## src/rtl/imem_fetch_port_if.sv

```systemverilog
// Fetch-side handshake bundle for imem_fetch_port.
//   master : fetch stage (drives req_valid/req_pc, rsp_ready)
//   slave  : instruction memory (drives req_ready, rsp_valid/inst/pc/fault)
interface imem_fetch_port_if #(
  parameter int ADDR_W = 32,
  parameter int DATA_W = 32
);
  logic              req_valid;
  logic              req_ready;
  logic [ADDR_W-1:0] req_pc;
  logic              rsp_valid;
  logic              rsp_ready;
  logic [DATA_W-1:0] rsp_inst;
  logic [ADDR_W-1:0] rsp_pc;
  logic [1:0]        rsp_fault;

  modport master (
    output req_valid, req_pc, rsp_ready,
    input  req_ready, rsp_valid, rsp_inst, rsp_pc, rsp_fault
  );

  modport slave (
    input  req_valid, req_pc, rsp_ready,
    output req_ready, rsp_valid, rsp_inst, rsp_pc, rsp_fault
  );
endinterface

```

## src/rtl/imem_fetch_port.sv

```systemverilog
// Registered instruction memory for the fetch stage.
// A request (pc) is accepted through a valid/ready handshake and answered one
// cycle later from a single-entry output register. Byte addresses are decoded
// to word indices with misaligned (01) and out-of-range (10) faults; faulted
// responses carry a NOP (0). A write port loads program words, and flush drops
// the held response.
// Ports:
//   clk, rst_n          clock, synchronous active-low reset
//   bus (slave)         req_valid/req_ready/req_pc, rsp_valid/rsp_ready/
//                       rsp_inst/rsp_pc/rsp_fault
//   flush               discard held response, block acceptance this cycle
//   prog_we/addr/data   program-load write port (word indexed)
module imem_fetch_port #(
  parameter int    ADDR_W    = 32,
  parameter int    DATA_W    = 32,
  parameter int    DEPTH     = 64,
  parameter string INIT_FILE = "",
  parameter int    IDX_W     = $clog2(DEPTH)
) (
  input  logic              clk,
  input  logic              rst_n,
  imem_fetch_port_if.slave  bus,
  input  logic              flush,
  input  logic              prog_we,
  input  logic [IDX_W-1:0]  prog_addr,
  input  logic [DATA_W-1:0] prog_data
);

  logic [DATA_W-1:0] mem [DEPTH];

  logic              accept;
  logic [IDX_W-1:0]  rd_idx;
  logic [ADDR_W-1:0] word_full;
  logic              misaligned;
  logic              out_of_range;
  logic [1:0]        fault_nxt;
  logic [DATA_W-1:0] inst_nxt;

  // The memory starts as NOPs.
  initial begin
    for (int i = 0; i < DEPTH; i++) mem[i] = '0;
  end

  // Readiness depends only on the output slot and flush, never on req_valid.
  assign bus.req_ready = !flush && (!bus.rsp_valid || bus.rsp_ready);
  assign accept        = bus.req_valid && bus.req_ready;

  // Range check uses the whole shifted pc so high address bits cannot alias
  // back into the array.
  assign word_full    = bus.req_pc >> 2;
  assign rd_idx       = bus.req_pc[IDX_W+1:2];
  assign misaligned   = (bus.req_pc[1:0] != 2'b00);
  assign out_of_range = (word_full >= ADDR_W'(DEPTH));

  always_comb begin
    fault_nxt = 2'b00;
    inst_nxt  = '0;
    if (misaligned) begin
      fault_nxt = 2'b01;
    end else if (out_of_range) begin
      fault_nxt = 2'b10;
    end else begin
      inst_nxt = mem[rd_idx];
    end
  end

  // The read above samples mem before this edge's write lands, so a same-cycle
  // write to the fetched index returns the old word.
  always_ff @(posedge clk) begin
    if (rst_n && prog_we && (32'(prog_addr) < 32'(DEPTH))) begin
      mem[prog_addr] <= prog_data;
    end
  end

  always_ff @(posedge clk) begin
    if (!rst_n) begin
      bus.rsp_valid <= 1'b0;
      bus.rsp_inst  <= '0;
      bus.rsp_pc    <= '0;
      bus.rsp_fault <= 2'b00;
    end else if (accept) begin
      bus.rsp_valid <= 1'b1;
      bus.rsp_inst  <= inst_nxt;
      bus.rsp_pc    <= bus.req_pc;
      bus.rsp_fault <= fault_nxt;
    end else if (flush || bus.rsp_ready) begin
      bus.rsp_valid <= 1'b0;
    end
  end

endmodule

```

## src/flat_wrapper.sv

```systemverilog
// flat-port wrapper written by rule: the top's interface ports become plain ports
module imem_fetch_port_flat 
#(
  parameter int    ADDR_W    = 32,
  parameter int    DATA_W    = 32,
  parameter int    DEPTH     = 64,
  parameter string INIT_FILE = "",
  parameter int    IDX_W     = $clog2(DEPTH)
)
  (clk, rst_n, flush, prog_we, prog_addr, prog_data, bus_req_valid, bus_req_pc, bus_rsp_ready, bus_req_ready, bus_rsp_valid, bus_rsp_inst, bus_rsp_pc, bus_rsp_fault);
  imem_fetch_port_if #(.ADDR_W(ADDR_W), .DATA_W(DATA_W)) bus_i ();
  input  logic clk;
  input  logic rst_n;
  input  logic flush;
  input  logic prog_we;
  input  logic [IDX_W-1:0] prog_addr;
  input  logic [DATA_W-1:0] prog_data;
  input wire logic [$bits(bus_i.req_valid)-1:0] bus_req_valid;
  input wire logic [$bits(bus_i.req_pc)-1:0] bus_req_pc;
  input wire logic [$bits(bus_i.rsp_ready)-1:0] bus_rsp_ready;
  output wire logic [$bits(bus_i.req_ready)-1:0] bus_req_ready;
  output wire logic [$bits(bus_i.rsp_valid)-1:0] bus_rsp_valid;
  output wire logic [$bits(bus_i.rsp_inst)-1:0] bus_rsp_inst;
  output wire logic [$bits(bus_i.rsp_pc)-1:0] bus_rsp_pc;
  output wire logic [$bits(bus_i.rsp_fault)-1:0] bus_rsp_fault;
  assign bus_i.req_valid = bus_req_valid;
  assign bus_i.req_pc = bus_req_pc;
  assign bus_i.rsp_ready = bus_rsp_ready;
  assign bus_req_ready = bus_i.req_ready;
  assign bus_rsp_valid = bus_i.rsp_valid;
  assign bus_rsp_inst = bus_i.rsp_inst;
  assign bus_rsp_pc = bus_i.rsp_pc;
  assign bus_rsp_fault = bus_i.rsp_fault;
  imem_fetch_port #(.ADDR_W(ADDR_W), .DATA_W(DATA_W), .DEPTH(DEPTH), .INIT_FILE(INIT_FILE), .IDX_W(IDX_W)) u_core (.clk(clk), .rst_n(rst_n), .bus(bus_i), .flush(flush), .prog_we(prog_we), .prog_addr(prog_addr), .prog_data(prog_data));
endmodule
```

## config.mk

```make
export PLATFORM = sky130hd
export DESIGN_NAME = imem_fetch_port_flat
export DESIGN_NICKNAME = d
export VERILOG_FILES = /design/src/rtl/imem_fetch_port_if.sv /design/src/rtl/imem_fetch_port.sv /design/src/flat_wrapper.sv
export SDC_FILE = /design/constraint.sdc
export NUM_CORES = 2
export LEC_CHECK = 0
export ABC_AREA = 1
export ABC_CLOCK_PERIOD_IN_PS = 7600
export CAP_MARGIN = 15
export CORE_MARGIN = 2
export CORE_UTILIZATION = 35
export CTS_CLUSTER_SIZE = 8
export DETAILED_ROUTE_END_ITERATION = 8
export GPL_TIMING_DRIVEN = 0
export MAX_ROUTING_LAYER = met4
export PLACE_DENSITY = 0.5
export SKIP_CTS_REPAIR_TIMING = 1
export SYNTH_ARGS = -nofsm -noshare
export SYNTH_HDL_FRONTEND = slang
export SYNTH_SLANG_ARGS = --single-unit
```

## constraint.sdc

```tcl
create_clock -name clk -period 7.6 [get_ports clk]
set_input_delay 1.9 -clock clk [delete_from_list [all_inputs] [get_ports clk]]
set_output_delay 1.9 -clock clk [all_outputs]
set_load 0.005 [all_outputs]
```

Word-level counts from Yosys, hierarchy flattened

Memories as Yosys holds them, arrays and structs flattened.
Index checks and enable logic that the tools add are counted.

Bits in registers: 67
RAM bits: 2,048
Input port bits: 76
Word-level logic and storage cells: 23
Memories kept: 1

Magnitude comparators: 1
Muxes and demuxes: 8
Reduce and logical (&&, ||, !) cells: 9

Memory list:

| memory     | depth | width | read ports | clocked after memory_dff | write ports | RTL line              | RTL |
|---|---|---|---|---|---|---|---|
| u_core.mem | 64    | 32    | 1          | 0                        | 1           | imem_fetch_port.sv:29 | `logic [DATA_W-1:0] mem [DEPTH];` |

Operators by type and width:

| operator                                                                             | count |
|---|---|
| 32-bit two-way mux                                                                   | 2 |
| 30-bit by 7-bit greater-or-equal comparator with 1-bit output, second input constant | 1 |
| 1-bit two-way mux                                                                    | 4 |
| 2-bit two-way mux                                                                    | 2 |
| 2-bit nonzero test                                                                   | 2 |
| 1-bit logical AND                                                                    | 3 |
| 1-bit logical NOT                                                                    | 2 |
| 1-bit logical OR                                                                     | 2 |

Depth between registers and ports, before layout

Word-level depth: 5
Mapped depth: 16
Gate-level depth less buffers: 13

Least setup slack after synthesis

OpenSTA, ideal clock, no wires.

Path kind: input to register
Start point: in prog_addr[1]
End point: mem u_core.mem[50][0], enable pin
Arrival time: 5.484 ns
Path slack: 1.614 ns
Stages: 3
Path buffers: 1
Path through: clkbuf_1 > inv_1 > nor4_1

RTL lines:

| item        | RTL line              | RTL |
|---|---|---|
| from (decl) | flat_wrapper.sv:16    | `input logic [IDX_W-1:0] prog_addr;` |
| to (decl)   | imem_fetch_port.sv:29 |  |

No word-level cell before the write port.

Worst setup path after layout

Start point: in bus_rsp_ready
End point: out bus_req_ready

Word-level cells in the longest chain between the ends: 2

RTL lines:

| item              | RTL line              | RTL |
|---|---|---|
| from (decl)       | flat_wrapper.sv:20    | `input wire logic [$bits(bus_i.rsp_ready)-1:0] bus_rsp_ready;` |
| 1-bit logical OR  | imem_fetch_port.sv:45 | `assign bus.req_ready = !flush && (!bus.rsp_valid \|\| bus.rsp_ready);` |
| 1-bit logical AND | imem_fetch_port.sv:45 |  |
| to (decl)         | flat_wrapper.sv:21    | `output wire logic [$bits(bus_i.req_ready)-1:0] bus_req_ready;` |

No other way between the ends.

==> results.yml <==
routing:
  vias: 60209
  first_iter_violations: 8250
  drt-total-wl_um: 331000
  ant_nets: 0
  drt-pass1-iter-count: 8
  wl_per_cell_um: 29.8
  via_per_inst: 5.42
  post-route-drc-count: 0
timing:
  worst_clock_skew_ns: 0.0611
  post-route-period-util_pct: 66.2
  slew_headroom_pct: 11.2
  setup_viol: 0
  drv_slew: 0
  rsz0062_at_grt: "false"
  worst_pin_slew_ns: 1.33
  fmax_mhz: 199
  fin_ws_ns: 2.57
  hold_viol: 0
  min_period_ns: 5.03
worst_setup_path:
  cp-startpoint: "bus_rsp_ready"
  path_class: "primary input to output port"
  r2r_cells: 7
  rr_endpoint: "u_core.bus.rsp_pc[7]$_SDFFE_PN0P_"
  critPathRequiredTime_ns: 5.70
  worstPathMaxFanout: 2
  start_kind: "primary input"
  reg2reg_slack_ns: 4.56
  r2r-start: "u_core.bus.rsp_valid$_SDFFE_PN0P_"
  cp.arrival_ns: 3.13
  cp-end-kind: "output port"
  crit_path_end: "bus_req_ready"
synthesis:
  synth_cell_types: 22
  synthCells: 7231
  synth_nets: 7307
  synth-seq-area-share_pct: 74.1
  netlist_area_sq_mm: 0.0848
  ys_warn_count: 0
  synth_seq_cells: 2115
  syn_avg_cell_area_sq_um: 11.7
global_route:
  track_usage_pct: 27.3
  antenna_found_initial: 28
  grt_pass1_wl_um: 452000
  grt_pass1_vias: 56415
  grt_overflow: 0
  grt_max_degree: 65
clock_tree:
  cts.root.buffer_cell: "clkbuf_16"
  clock_latency_ns: 0.94
  cts.sinks: 2115
  cts_tree: "yes"
  htreeDepth: 5
  clock_path_buffers: 4
  numCtsBuffers: 315
  clk_pin_slew_ns: 0.05
floorplan:
  io_pins: 144
  num_rows: 180
  die-area_sq_mm: 0.246
  core_sq_mm: 0.241
  start_util_pct: 35.2
  die_width_um: 496
  die_h_um: 496
power_and_ir_drop:
  p_leak_nw: 36.4
  power.internal_mw: 20.8
  clkPwrFrac_pct: 45.9
  power_frac_comb_pct: 6.8
  seq_power_share_pct: 47.4
  power.density_mw_per_mm2: 268
  switching_share_pct: 23.4
  switchingPower_mw: 6.35
  vdd_drop_max_v: 0.000173
placement:
  place_area_sq_mm: 0.0928
  place_congestion: 0.999
  dp_hpwl_um: 233000
  post-place-cells: 10690
  detailedPlace.worstSlack_ns: 1.78
  io_buffers: 135
hold_path:
  hold_path.class: "register to register"
layout:
  area_growth_pct: 19.4
  final_cell_mix: "nand2_1, edfxtp_1, nand3_1"
  nets: 7898
  fillers: 22387
  finalInstanceArea_sq_mm: 0.101
  mostFrequentLayoutCell: "nand2_1"
  layout-drive-gt1-share_pct: 11.1
  stdcell_count: 11111
outcome:
  status: "completed"
flow_run:
  drv_cap: 0
-- area by class of cell --
class,instances,area [sq um],area share [%]
timing repair buffer,274,3570,3.52
antenna,8,20.0,0.0198
clock buffer,403,8360,8.26
clock inverter,10,85.1,0.0840
tap,3185,3990,3.93
sequential,2115,62800,62.0
buffer,448,2250,2.22
inverter,84,318,0.314
multi-input combinational,4584,19900,19.6
-- kinds of logic after synthesis --
kind of cell,after synthesis,synth area share (%)
AOI/OAI and AO/OA,173,1.03
buffers and inverters,532,3.03
and+or+nand+nor,4411,21.8
DFF,2115,74.1
-- metrics by stage --
stage          power (mW)  hold WS, ns  TNS [ns]  util, %
6_report             27.2        0.466         0     42.1
5_1_grt              27.8        0.481         0     42.1
4_1_cts              27.2        0.466         0     42.1
3_5_place_dp         14.9        0.458         0     38.6
3_3_place_gp         14.9        0.460   -969.14     37.4
2_1_floorplan        13.9        0.457         0        -
-- sequential cells by signal (all words and copies together) (netlist names) --
| register | flops |
|---|---|
| u_core.bus.rsp_pc | 32 |
| u_core.bus.rsp_valid | 1 |
| u_core.bus.rsp_inst | 32 |
| u_core.bus.rsp_fault | 2 |
| u_core.mem | 2048 |
-- Yosys cell counts (all sizes together) --
cell / n / area share, %
nor2: 165 / 0.74
edfxtp: 2048 / 73
nand3: 1506 / 8.9
a21oi: 137 / 0.81
nand4: 11 / 0.081
nor4: 10 / 0.074
o21ai: 32 / 0.19
nor3: 1 / 0.012
nand2: 2718 / 12
inv: 81 / 0.36
a211oi: 1 / 0.0089
o31ai: 3 / 0.027
clkinv: 3 / 0.013
clkbuf: 102 / 0.45
buf: 346 / 2.2
dfxtp: 67 / 1.6
-- worst min-delay path by stage --
stage / from / to / slack (ns) / depth (start not counted)
2_1_floorplan: u_core.bus.rsp_pc[0]$_SDFFE_PN0P_ / u_core.bus.rsp_pc[0]$_SDFFE_PN0P_ / 0.46 / 2
3_3_place_gp: u_core.bus.rsp_inst[25]$_SDFFE_PN0P_ / u_core.bus.rsp_inst[25]$_SDFFE_PN0P_ / 0.46 / 2
3_5_place_dp: u_core.bus.rsp_inst[12]$_SDFFE_PN0P_ / u_core.bus.rsp_inst[12]$_SDFFE_PN0P_ / 0.46 / 2
4_1_cts: u_core.bus.rsp_inst[12]$_SDFFE_PN0P_ / u_core.bus.rsp_inst[12]$_SDFFE_PN0P_ / 0.47 / 2
5_1_grt: u_core.bus.rsp_inst[12]$_SDFFE_PN0P_ / u_core.bus.rsp_inst[12]$_SDFFE_PN0P_ / 0.48 / 2
6_report: u_core.bus.rsp_inst[12]$_SDFFE_PN0P_ / u_core.bus.rsp_inst[12]$_SDFFE_PN0P_ / 0.47 / 2
-- per-layer routing --
| layer | global-route usage, % | vias up | wire length [um] |
|---|---|---|---|
| met4 | 14.4 | 0 | 20200 |
| met2 | 42.0 | 3056 | 153000 |
| met3 | 4.13 | 594 | 26700 |
| li1 | - | 26405 | - |
| met1 | 34.8 | 30154 | 131000 |
| met5 | - | - | 0 |
-- power by group through the flow --
stage	combinational, mW	sequential, mW	clock, mW
global placement	1.74	13.2	0
detailed placement	1.81	13.1	0
CTS	1.81	12.9	12.5
global route	1.92	12.9	13.0
finish	1.84	12.9	12.5
floorplan	0.765	13.1	0
-- worst max-delay path, cell delays in order --
cell	delay [ns]
clkdlybuf4s50_1	0.46
inv_1	0.04
nand2_1	0.07
inv_1	0.06
nor2_1	0.09
clkdlybuf4s50_1	0.52
Power figures use the tool's default switching activity.
